[src/rtl/systolic_ctrl_2x2.sv]
// systolic_ctrl_2x2: loads A/B operands, streams them into a 2x2 systolic array and captures the results
module systolic_ctrl_2x2 #(
  parameter int WIDTH        = 8,
  parameter int DRAIN_CYCLES = 4
) (
  input  logic               clk,
  input  logic               rst,
  input  logic               wr_en,
  input  logic               wr_mat,
  input  logic [1:0]         wr_addr,
  input  logic [WIDTH-1:0]   wr_data,
  input  logic               start,
  output logic               busy,
  output logic               done,
  output logic               arr_clr,
  output logic [WIDTH-1:0]   arr_a_data,
  output logic [WIDTH-1:0]   arr_b_data,
  output logic [1:0]         arr_a_row_idx,
  output logic [1:0]         arr_b_col_idx,
  output logic               arr_valid,
  input  logic [2*WIDTH-1:0] arr_c00,
  input  logic [2*WIDTH-1:0] arr_c01,
  input  logic [2*WIDTH-1:0] arr_c10,
  input  logic [2*WIDTH-1:0] arr_c11,
  input  logic [1:0]         res_sel,
  output logic [2*WIDTH-1:0] res_data
);
  typedef enum logic [2:0] {IDLE, CLEAR, FEED, DRAIN, CAPTURE} state_t;
  state_t state, nxt;
  logic [1:0] beat, nb;
  logic [3:0] cnt;
  logic [WIDTH-1:0] a_reg [4];
  logic [WIDTH-1:0] b_reg [4];
  logic [2*WIDTH-1:0] result [4];
  logic feed_nxt;
  always_comb begin
    nxt = state;
    case (state)
      IDLE:    nxt = start ? CLEAR : IDLE;
      CLEAR:   nxt = FEED;
      FEED:    nxt = (beat == 2'd3) ? DRAIN : FEED;
      DRAIN:   nxt = (cnt == 4'(DRAIN_CYCLES - 1)) ? CAPTURE : DRAIN;
      CAPTURE: nxt = IDLE;
      default: nxt = IDLE;
    endcase
  end
  // Outputs are registered from the next state, so nb is the beat about to be presented.
  assign nb       = (state == FEED) ? beat + 2'd1 : 2'd0;
  assign feed_nxt = (nxt == FEED);
  always_ff @(posedge clk or negedge rst) begin
    if (!rst) begin
      state         <= IDLE;
      beat          <= '0;
      cnt           <= '0;
      busy          <= 1'b0;
      done          <= 1'b0;
      arr_clr       <= 1'b1;
      arr_valid     <= 1'b0;
      arr_a_data    <= '0;
      arr_b_data    <= '0;
      arr_a_row_idx <= '0;
      arr_b_col_idx <= '0;
      a_reg         <= '{default: '0};
      b_reg         <= '{default: '0};
      result        <= '{default: '0};
    end else begin
      state         <= nxt;
      beat          <= (state == FEED) ? beat + 2'd1 : 2'd0;
      cnt           <= (state == DRAIN) ? cnt + 4'd1 : 4'd0;
      busy          <= nxt inside {CLEAR, FEED, DRAIN};
      done          <= nxt == CAPTURE;
      arr_clr       <= nxt == CLEAR;
      arr_valid     <= feed_nxt;
      arr_a_data    <= feed_nxt ? a_reg[{nb[0], nb[1]}] : '0;
      arr_b_data    <= feed_nxt ? b_reg[{nb[1], nb[0]}] : '0;
      arr_a_row_idx <= feed_nxt ? {1'b0, nb[0]} : 2'd0;
      arr_b_col_idx <= feed_nxt ? {1'b0, nb[0]} : 2'd0;
      if (state == IDLE && wr_en && !wr_mat) a_reg[wr_addr] <= wr_data;
      if (state == IDLE && wr_en && wr_mat) b_reg[wr_addr] <= wr_data;
      if (nxt == CAPTURE) result <= '{arr_c00, arr_c01, arr_c10, arr_c11};
    end
  end
  assign res_data = result[res_sel];
endmodule

[config.mk]
export PLATFORM = sky130hd
export DESIGN_NAME = systolic_ctrl_2x2
export DESIGN_NICKNAME = d
export VERILOG_FILES = /design/src/rtl/systolic_ctrl_2x2.sv
export SDC_FILE = /design/constraint.sdc
export NUM_CORES = 1
export LEC_CHECK = 0
export CAP_MARGIN = 5
export CORE_MARGIN = 2
export CORE_UTILIZATION = 53
export DETAILED_ROUTE_END_ITERATION = 6
export GPL_TIMING_DRIVEN = 0
export PLACE_DENSITY = 0.76
export RECOVER_POWER = 100
export SKIP_LAST_GASP = 1
export SLEW_MARGIN = 10
export SYNTH_ARGS = -nofsm -noshare
export SYNTH_HDL_FRONTEND = slang
export SYNTH_SLANG_ARGS = --single-unit
[constraint.sdc]
create_clock -name clk -period 2.5 [get_ports clk]
set_clock_uncertainty 0.05 [all_clocks]
set_input_delay 0.5 -clock clk [delete_from_list [all_inputs] [get_ports clk]]
set_output_delay 0.5 -clock clk [all_outputs]
set_load 0.1 [all_outputs]
### After elaboration in Yosys (flattened, before gate mapping)

Index checks and enable logic that the tools add are counted.

| word-level totals | value |
|---|---|
| input bits | 81 |
| flip-flop bits (word level) | 158 |
| output and inout port bits | 40 |
| logic and storage cells | 71 |

| cells by class | value |
|---|---|
| magnitude comparators | 5 |
| bitwise gates (word level) | 4 |
| reduce and logical (&&, ||, !) cells | 7 |
| multiplexer cells | 22 |
| eq/ne operators | 9 |
| add/subtract/negate cells | 2 |

Operators by type and width:

| operator | number |
|---|---|
| 32-bit bitwise mux | 2 |
| 8-bit 2-to-1 mux | 7 |
| 16-bit binary-select mux with 2-bit select | 1 |
| 8-bit binary-select mux with 2-bit select | 2 |
| 16-bit 2-to-1 mux | 2 |
| 8-bit demux with 2-bit select | 1 |
| 3-bit by 2-bit == test with 1-bit output, second input constant | 4 |
| 3-bit >= comparator, second input constant | 4 |
| 2-bit inverter with 3-bit output | 4 |
| 3-bit case mux with 4 select lines | 1 |
| 3-bit by 1-bit == test with 1-bit output, second input constant | 2 |
| 4-bit by 1-bit adder with 4-bit output, second input constant | 1 |
| 4-bit by 2-bit == test with 1-bit output, second input constant | 1 |
| 1-bit logical AND | 4 |
| 4-bit 2-to-1 mux | 1 |
| 3-bit == test, second input constant | 1 |
| 3-bit zero test | 1 |
| 3-bit by 1-bit less-than comparator with 1-bit output, second input constant | 1 |
| 1-bit 2-to-1 mux | 3 |
| 3-bit 2-to-1 mux | 1 |
| 3-bit nonzero test | 1 |
| 2-bit by 1-bit adder with 2-bit output, second input constant | 1 |
| 2-bit == test, second input constant | 1 |
| 2-bit 2-to-1 mux | 1 |
| 1-bit zero test | 1 |

### Longest topological paths before layout

Gate-level depths: netlist of the first run.

| logic depth | value |
|---|---|
| depth in word-level cells | 7 |
| mapped depth | 6 |
| depth with buffers taken out | 5 |

### Worst setup path after synthesis of the first run

No wires, ideal clock.

| timing path | value |
|---|---|
| path type | input to output |
| from | input res_sel[0] |
| to | output res_data[10] |
| stages | 3 |
| data required time | 1.950 ns |
| slack | -0.074 ns |
| buffers on the path | 2 |
| arrival | 2.024 ns |
| cell sequence | clkbuf_1 buf_2 mux4_2 |

| between the ends | value |
|---|---|
| longest elaborated chain between the ends | 4 |

Ends and longest elaborated chain:

| what | RTL line | source |
|---|---|---|
| start, declared | 25 | `input logic [1:0] res_sel,` |
| 2-bit inverter with 3-bit output (implied by the code) | 83 | `assign res_data = result[res_sel];` |
| 16-bit binary-select mux with 2-bit select | 83 |  |
| 16-bit 2-to-1 mux (implied by the code) (2 in series) | 83 |  |
| end, declared | 26 | `output logic [2*WIDTH-1:0] res_data` |

No other way between the ends. The select of a mux whose other input is x is not followed.

### Final worst setup path of the first run

| timing path | value |
|---|---|
| from | input res_sel[1] |
| to | output res_data[5] |

The elaborated chain is that of the path after synthesis.

==> results by group, run 1 <==
Synthesis
  – Cell area after synthesis: 0.00680 mm²
  – Yosys reg bits: 158
  – Yosys cell types: 46
  – YS warnings: 0
  – Mapped Cells: 468
  – Mapped Avg Cell Area: 14.5 µm²
  – Seq/Total Area, Yosys: 58.2%

Power and ir drop
  – Leakage power: 3.79 nW
  – Peak VDD IR: 630 µV
  – Power Total: 11.9 mW
  – Pwr dens: 1350 mW/mm²

Worst hold path
  – Hold crit path type: reg2reg

Floorplanning
  – Die Y: 117 µm
  – Initial core utilization: 54.1%
  – # rows: 41
  – Die ar.: 0.0137 mm²
  – Die W: 117 µm
  – # IOs: 121
  – Placeable Area: 0.0126 mm²

Timing
  – Worst-Margin Slew: 1.98 ns
  – Final setup vio count: 0
  – Max Transition Viols Final: 79
  – Fmax: 407 MHz
  – Post-route setup slack: 0.0434 ns
  – Fin crit share: 98.3%
  – Tmin final: 2.46 ns
  – Fin. Hold Viols: 0
  – Relative slew slack: -32.1%
  – Unrepaired setup endpoints after global routing: true
  – Hold slack: 0.411 ns

Routing
  – WL final: 15600 µm
  – Remaining DRCs: 0
  – DRT iter0 DRCs: 252
  – Vias: 4405
  – DRT antenna net count: 0
  – Drt wl/cell: 19.7 µm
  – Vias per cell: 5.57
  – First-pass DRT Iterations: 7

Worst setup path
  – Chain of cells forming the critical path: clkbuf_1, buf_2, mux4_2, buf_2
  – Crit end category: output port
  – Critical path class: in2out
  – CP max stage cell: buf_2
  – Critical Path Start Type: primary input
  – CP arrival: 1.91 ns
  – CP most frequent cell: buf_2
  – CP Max Fanout: 10
  – Req. time, crit path: 1.95 ns
  – Slowest stage delay, CP: 0.43 ns
  – Kind of cell adding the most delay to the critical path: buffers and inverters
  – Buf+Inv Stages, Crit Path: 3

GRT
  – Total GRT Usage: 23.8%
  – Vias in the first global route: 4550
  – Initial antenna violation count: 0
  – First-pass GRT wire length: 24200 µm
  – Largest net degree at the start of global routing: 81
  – Grt ovf: 0

Layout
  – # nets final: 689
  – Synth-to-layout area growth: 29.6%
  – Most common cell after layout, fill and taps aside: dfrtp_1
  – Antenna diodes: 0
  – Commonest non-fill, non-tap cells in the layout: 157 x dfrtp_1, 128 x mux2_2, 92 x clkdlybuf4s50_1
  – Share of post-route cells with drive strength above 1: 36.8%
  – Final Cell Area: 0.00881 mm²
  – Finished Core Util: 70.1%
  – Max reg flops: 64

Clock tree
  – Worst-path clk slew: 0.06 ns
  – Clock sink total: 158
  – Clock Latency Late Sink: 0.42 ns
  – Htree depth: 4
  – Hold-fix buffers, CTS: 0
  – Inserted Clock Buffers: 17
  – Clk buf depth: 2
  – CTS tree: done
  – Root Driver: clkbuf_16

Placed design
  – Number of port buffers: 113
  – Post-DP HPWL: 10700 µm
  – Area after DPL: 0.00818 mm²
  – Dpl ws: -0.977 ns
  – Routability cong.: 0.755

Run status
  – Failing checks: max-capacitance violations, max-slew violations
  – Outcome: finished, violations left

Job
  – # Max-Cap Violations: 1
==> per-stage QoR <==
step / instances / TNS (ns)
global placement: 754 / -842.27
global route: 791 / -0.0509
CTS: 787 / -0.151
finish: 791 / 0
detailed placement: 755 / -23.84
floorplan: 469 / 0
==> metal layers <==
metal	vias up	track usage (%)	wire length [µm]
met5	-	0	0
met4	0	7.84	235
met3	18	5.77	846
met2	128	41.3	8000
met1	2264	29.3	6500
li1	1995	-	-
==> path summary, 6_finish.rpt <==
kind	from	to	slack, ns	depth (start not counted)
worst max-delay path	res_sel[1]	res_data[5]	0.04	4
worst min-delay path	cnt[0]$_DFF_PN0_	cnt[0]$_DFF_PN0_	0.41	1
worst max register to register	state[2]$_DFF_PN0_	a_reg[17]$_DFFE_PN0P_	0.08	6
worst min register to register	cnt[0]$_DFF_PN0_	cnt[0]$_DFF_PN0_	0.41	1
max in group asynchronous	rst	result[9]$_DFFE_PN0P_	0.62	2
min in group asynchronous	rst	result[47]$_DFFE_PN0P_	0.59	1
==> cell families after synthesis <==
group	Yosys count	share of synthesized area (%)
fa+ha+maj	2	0.368
flops	158	58.2
buf+inv	36	2.43
xor+xnor	2	0.258
simple gates	87	8.47
compound gates	38	3.70
mux	144	26.5
other cells	1	0.0552
==> synthesized netlist by cell type, drive strengths merged <==
library cell | number | share of area (%)
mux4 | 16 | 5.3
dfrtp | 157 | 58
buf | 14 | 1.2
nand4bb | 1 | 0.17
nand4b | 2 | 0.26
nand2 | 18 | 0.99
ha | 2 | 0.37
clkinv | 1 | 0.055
and2 | 2 | 0.18
nor4bb | 1 | 0.15
nor4b | 4 | 1.0
o21ai | 1 | 0.074
or4b | 2 | 0.29
clkbuf | 19 | 1.0
a211oi | 8 | 0.88
inv | 2 | 0.11
or3b | 1 | 0.13
nand3b | 8 | 0.88
nor3b | 2 | 0.22
xnor2 | 1 | 0.13
mux2 | 128 | 21
and3 | 1 | 0.092
o21bai | 2 | 0.22
nor4 | 9 | 1.0
xor2 | 1 | 0.13
a311oi | 8 | 1.0
dfstp | 1 | 0.39
nor2 | 5 | 0.28
nor2b | 10 | 0.92
or3 | 8 | 0.74
a21oi | 17 | 1.3
nand2b | 1 | 0.092
nand3 | 2 | 0.15
nor3 | 9 | 0.74
o21a | 1 | 0.11
nand4 | 1 | 0.092
conb | 1 | 0.055
o31a | 1 | 0.13
==> final cells by class <==
cell class                      count  area (µm²)
Sequential cell                   158        3960
Clock buffer                       20         467
Inverter                            3        12.5
Timing Repair Buffer              118        1150
Tap cell                          172         215
Fill cell                         884        3760
Multi-Input combinational cell    275        2680
Buffer                             33         168
Clock inverter                     12         165
==> power by group <==
| part | total, mW | switching (mW) | internal [mW] |
|---|---|---|---|
| clock | 2.72 | 0.980 | 1.74 |
| sequential | 4.06 | 0.492 | 3.57 |
| combinational | 5.11 | 3.30 | 1.80 |
==> repair_timing <==
action | 4_1_cts | 5_1_grt
buffers inserted | 0 | 4
setup endpoints to repair | 89 | 68
pin swaps | 1 | 3
gates resized for setup | 75 | 21
Note: power is estimated with default switching activity, not from simulation.
==> inputs of run 2 (changes only) <==
--- a/config.mk
+++ b/config.mk
@@ -10,6 +10,7 @@
 export CORE_UTILIZATION = 53
 export DETAILED_ROUTE_END_ITERATION = 6
 export GPL_TIMING_DRIVEN = 0
+export MAX_ROUTING_LAYER = met4
 export PLACE_DENSITY = 0.76
 export RECOVER_POWER = 100
 export SKIP_LAST_GASP = 1
==> run 2 against run 1 <==
Compared with the run above: the flow still finishes with violations (max-capacitance violations, max-slew violations); via count about the same; critical path type unchanged; first-iteration DRC count down 1.2%; maximum frequency down 0.44%; count of clock-buffer cells in the layout is the same; sequential share of layout area is the same.
==> results by group, run 2 (synthesis gave the netlist of run 1 again) <==
Worst hold path
  – Hold crit path type: reg2reg (unchanged)
  – Hold endpoint: cnt[0]$_DFF_PN0_ (unchanged)
  – Worst Hold Depth: 1 (unchanged)
  – Hold path start: cnt[0]$_DFF_PN0_ (unchanged)

GRT
  – Vias in the first global route: 4541 (was 4550)
  – Grt ovf: 0 (unchanged)
  – Initial antenna violation count: 0 (unchanged)
  – Total GRT Usage: 24.5% (was 23.8%)
  – Largest net degree at the start of global routing: 81 (unchanged)
  – First-pass GRT wire length: 24300 µm (was 24200 µm)

Timing
  – Relative slew slack: -31.3% (was -32.1%)
  – Fmax: 405 MHz (was 407 MHz)
  – Hold slack: 0.411 ns (about the same)
  – Max Transition Viols Final: 79 (unchanged)
  – Fin crit share: 98.7% (was 98.3%)
  – Setup TNS: 0 ns (unchanged)
  – Unrepaired setup endpoints after global routing: true (unchanged)
  – Final setup vio count: 0 (unchanged)
  – Worst-Margin Slew: 1.97 ns (was 1.98 ns)
  – Fin. Hold Viols: 0 (unchanged)
  – Tmin final: 2.47 ns (was 2.46 ns)

Worst setup path
  – R2R Setup Slk: 0.09 ns (was 0.08 ns)
  – Reg2Reg Depth: 6 (unchanged)
  – Reg2reg start: state[2]$_DFF_PN0_ (unchanged)
  – R2R Path End: a_reg[17]$_DFFE_PN0P_ (unchanged)
  – CP Max Fanout: 10 (unchanged)
  – Critical Path Start Type: primary input (unchanged)
  – CP arrival: 1.92 ns (was 1.91 ns)
  – Worst Setup SP: res_sel[1] (unchanged)
  – Critical path class: in2out (unchanged)
  – Crit end category: output port (unchanged)
  – Req. time, crit path: 1.95 ns (about the same)

Routing
  – DRT antenna net count: 0 (unchanged)
  – Remaining DRCs: 0 (unchanged)
  – Drt wl/cell: 19.7 µm (about the same)
  – Vias per cell: 5.57 (about the same)
  – First-pass DRT Iterations: 4 (was 7)
  – DRT iter0 DRCs: 249 (was 252)
  – WL final: 15600 µm (about the same)
  – Vias: 4403 (was 4405)

Power and ir drop
  – Clock power frac: 22.9% (about the same)
  – Leakage power: 3.79 nW (unchanged)
  – Power Total: 11.9 mW (about the same)
  – Sequential power share: 34.2% (about the same)
  – Sw frac: 40.2% (about the same)
  – Pwr dens: 1350 mW/mm² (about the same)
  – Psw: 4.78 mW (about the same)
  – Cell internal pwr: 7.11 mW (about the same)
  – Combinational cell fraction of total power: 42.9% (was 43.0%)
  – Peak VDD IR: 631 µV (was 630 µV)

Floorplanning
  – # IOs: 121 (unchanged)
  – Placeable Area: 0.0126 mm² (unchanged)
  – Die Y: 117 µm (unchanged)
  – # rows: 41 (unchanged)
  – Initial core utilization: 54.1% (unchanged)
  – Die W: 117 µm (unchanged)
  – Die ar.: 0.0137 mm² (unchanged)

Layout
  – # nets final: 689 (unchanged)
  – Most common cell after layout, fill and taps aside: dfrtp_1 (unchanged)
  – Fillers: 884 (unchanged)
  – Synth-to-layout area growth: 29.6% (unchanged)
  – Register area: 0.00396 mm² (unchanged)
  – Max reg flops: 64 (unchanged)
  – Antenna diodes: 0 (unchanged)
  – Commonest non-fill, non-tap cells in the layout: 157 x dfrtp_1, 128 x mux2_2, 92 x clkdlybuf4s50_1 (unchanged)
  – Multi-input gate area: 0.00268 mm² (unchanged)
  – Share of post-route cells with drive strength above 1: 36.8% (unchanged)
  – Finished Core Util: 70.1% (unchanged)

Clock tree
  – Clock Latency Late Sink: 0.42 ns (about the same)
  – Inserted Clock Buffers: 17 (unchanged)
  – Worst-path clk slew: 0.06 ns (about the same)
  – Hold-fix buffers, CTS: 0 (unchanged)
  – CTS tree: done (unchanged)
  – Root Driver: clkbuf_16 (unchanged)
  – Clock sink total: 158 (unchanged)
  – Clk buf depth: 2 (unchanged)
  – Htree depth: 4 (unchanged)

Placed design
  – Routability cong.: 0.765 (was 0.755)
  – Number of port buffers: 113 (unchanged)
  – Post-DP HPWL: 10700 µm (unchanged)

Job
  – # Max-Cap Violations: 1 (unchanged)

Run status
  – Outcome: finished, violations left (unchanged)
  – Failing checks: max-capacitance violations, max-slew violations (unchanged)
-- run 2: cell counts in the layout (fill, tap and decap cells not counted) --
No cell type changed its count.
-- run 2: power groups by stage --
stage	clock (mW)	combinational [mW]	sequential, mW
detailed placement	0	5.17	4.10
global placement	0	5.06	4.03
floorplan	0	3.32	4.57
finish	2.72	5.11	4.07
CTS	2.77	5.12	4.07
global route	2.89	5.41	4.18
-- run 2: through the flow --
| stage | area (µm²) | worst slack [ns] | cells |
|---|---|---|---|
| after floorplan | 6800 | 0.0182 | 469 |
| after global placement | 8150 | -5.20 | 754 |
| after detailed placement | 8180 | -0.977 | 755 |
| after CTS | 8790 | -0.151 | 787 |
| after global routing | 8810 | -0.0141 | 791 |
| final | 8810 | 0.0327 | 791 |
-- run 2: routing by layer --
| metal | track usage [%] | wire length, µm | up-vias |
|---|---|---|---|
| met1 | 29.5 | 6450 | 2276 |
| met4 | 7.84 | 244 | 0 |
| met5 | - | 0 | - |
| li1 | - | - | 1994 |
| met2 | 41.3 | 8060 | 112 |
| met3 | 5.61 | 815 | 21 |
-- run 2: timing repair --
action                                  4_1_cts  5_1_grt
endpoints found under the setup margin       89       68
pin swaps                                     1        3
resized for setup                            75       21
gates cloned                                  0        0
buffers inserted                              0        4
-- run 2: critical path, stage by stage --
cell and delay (ns):
clkbuf_1 0.36, buf_2 0.37, mux4_2 0.24, buf_2 0.43
-- run 2: cell type report --
type                            count  share of cell area [%]
Inverter                            3                   0.142
Multi-Input combinational cell    275                    30.4
Sequential cell                   158                    44.9
Clock buffer                       20                    5.30
Buffer                             33                    1.90
Tap cell                          172                    2.44
Timing Repair Buffer              118                    13.0
Clock inverter                     12                    1.87
-- run 2: worst max path at each step --
stage,to,slack (ns),cells past startpoint
finish,res_data[5],0.03,4
global route,a_reg[16]$_DFFE_PN0P_,-0.01,6
CTS,res_data[5],-0.15,4
detailed placement,res_data[5],-0.98,4
global placement,a_reg[21]$_DFFE_PN0P_,-5.20,1
floorplan,res_data[10],0.02,3
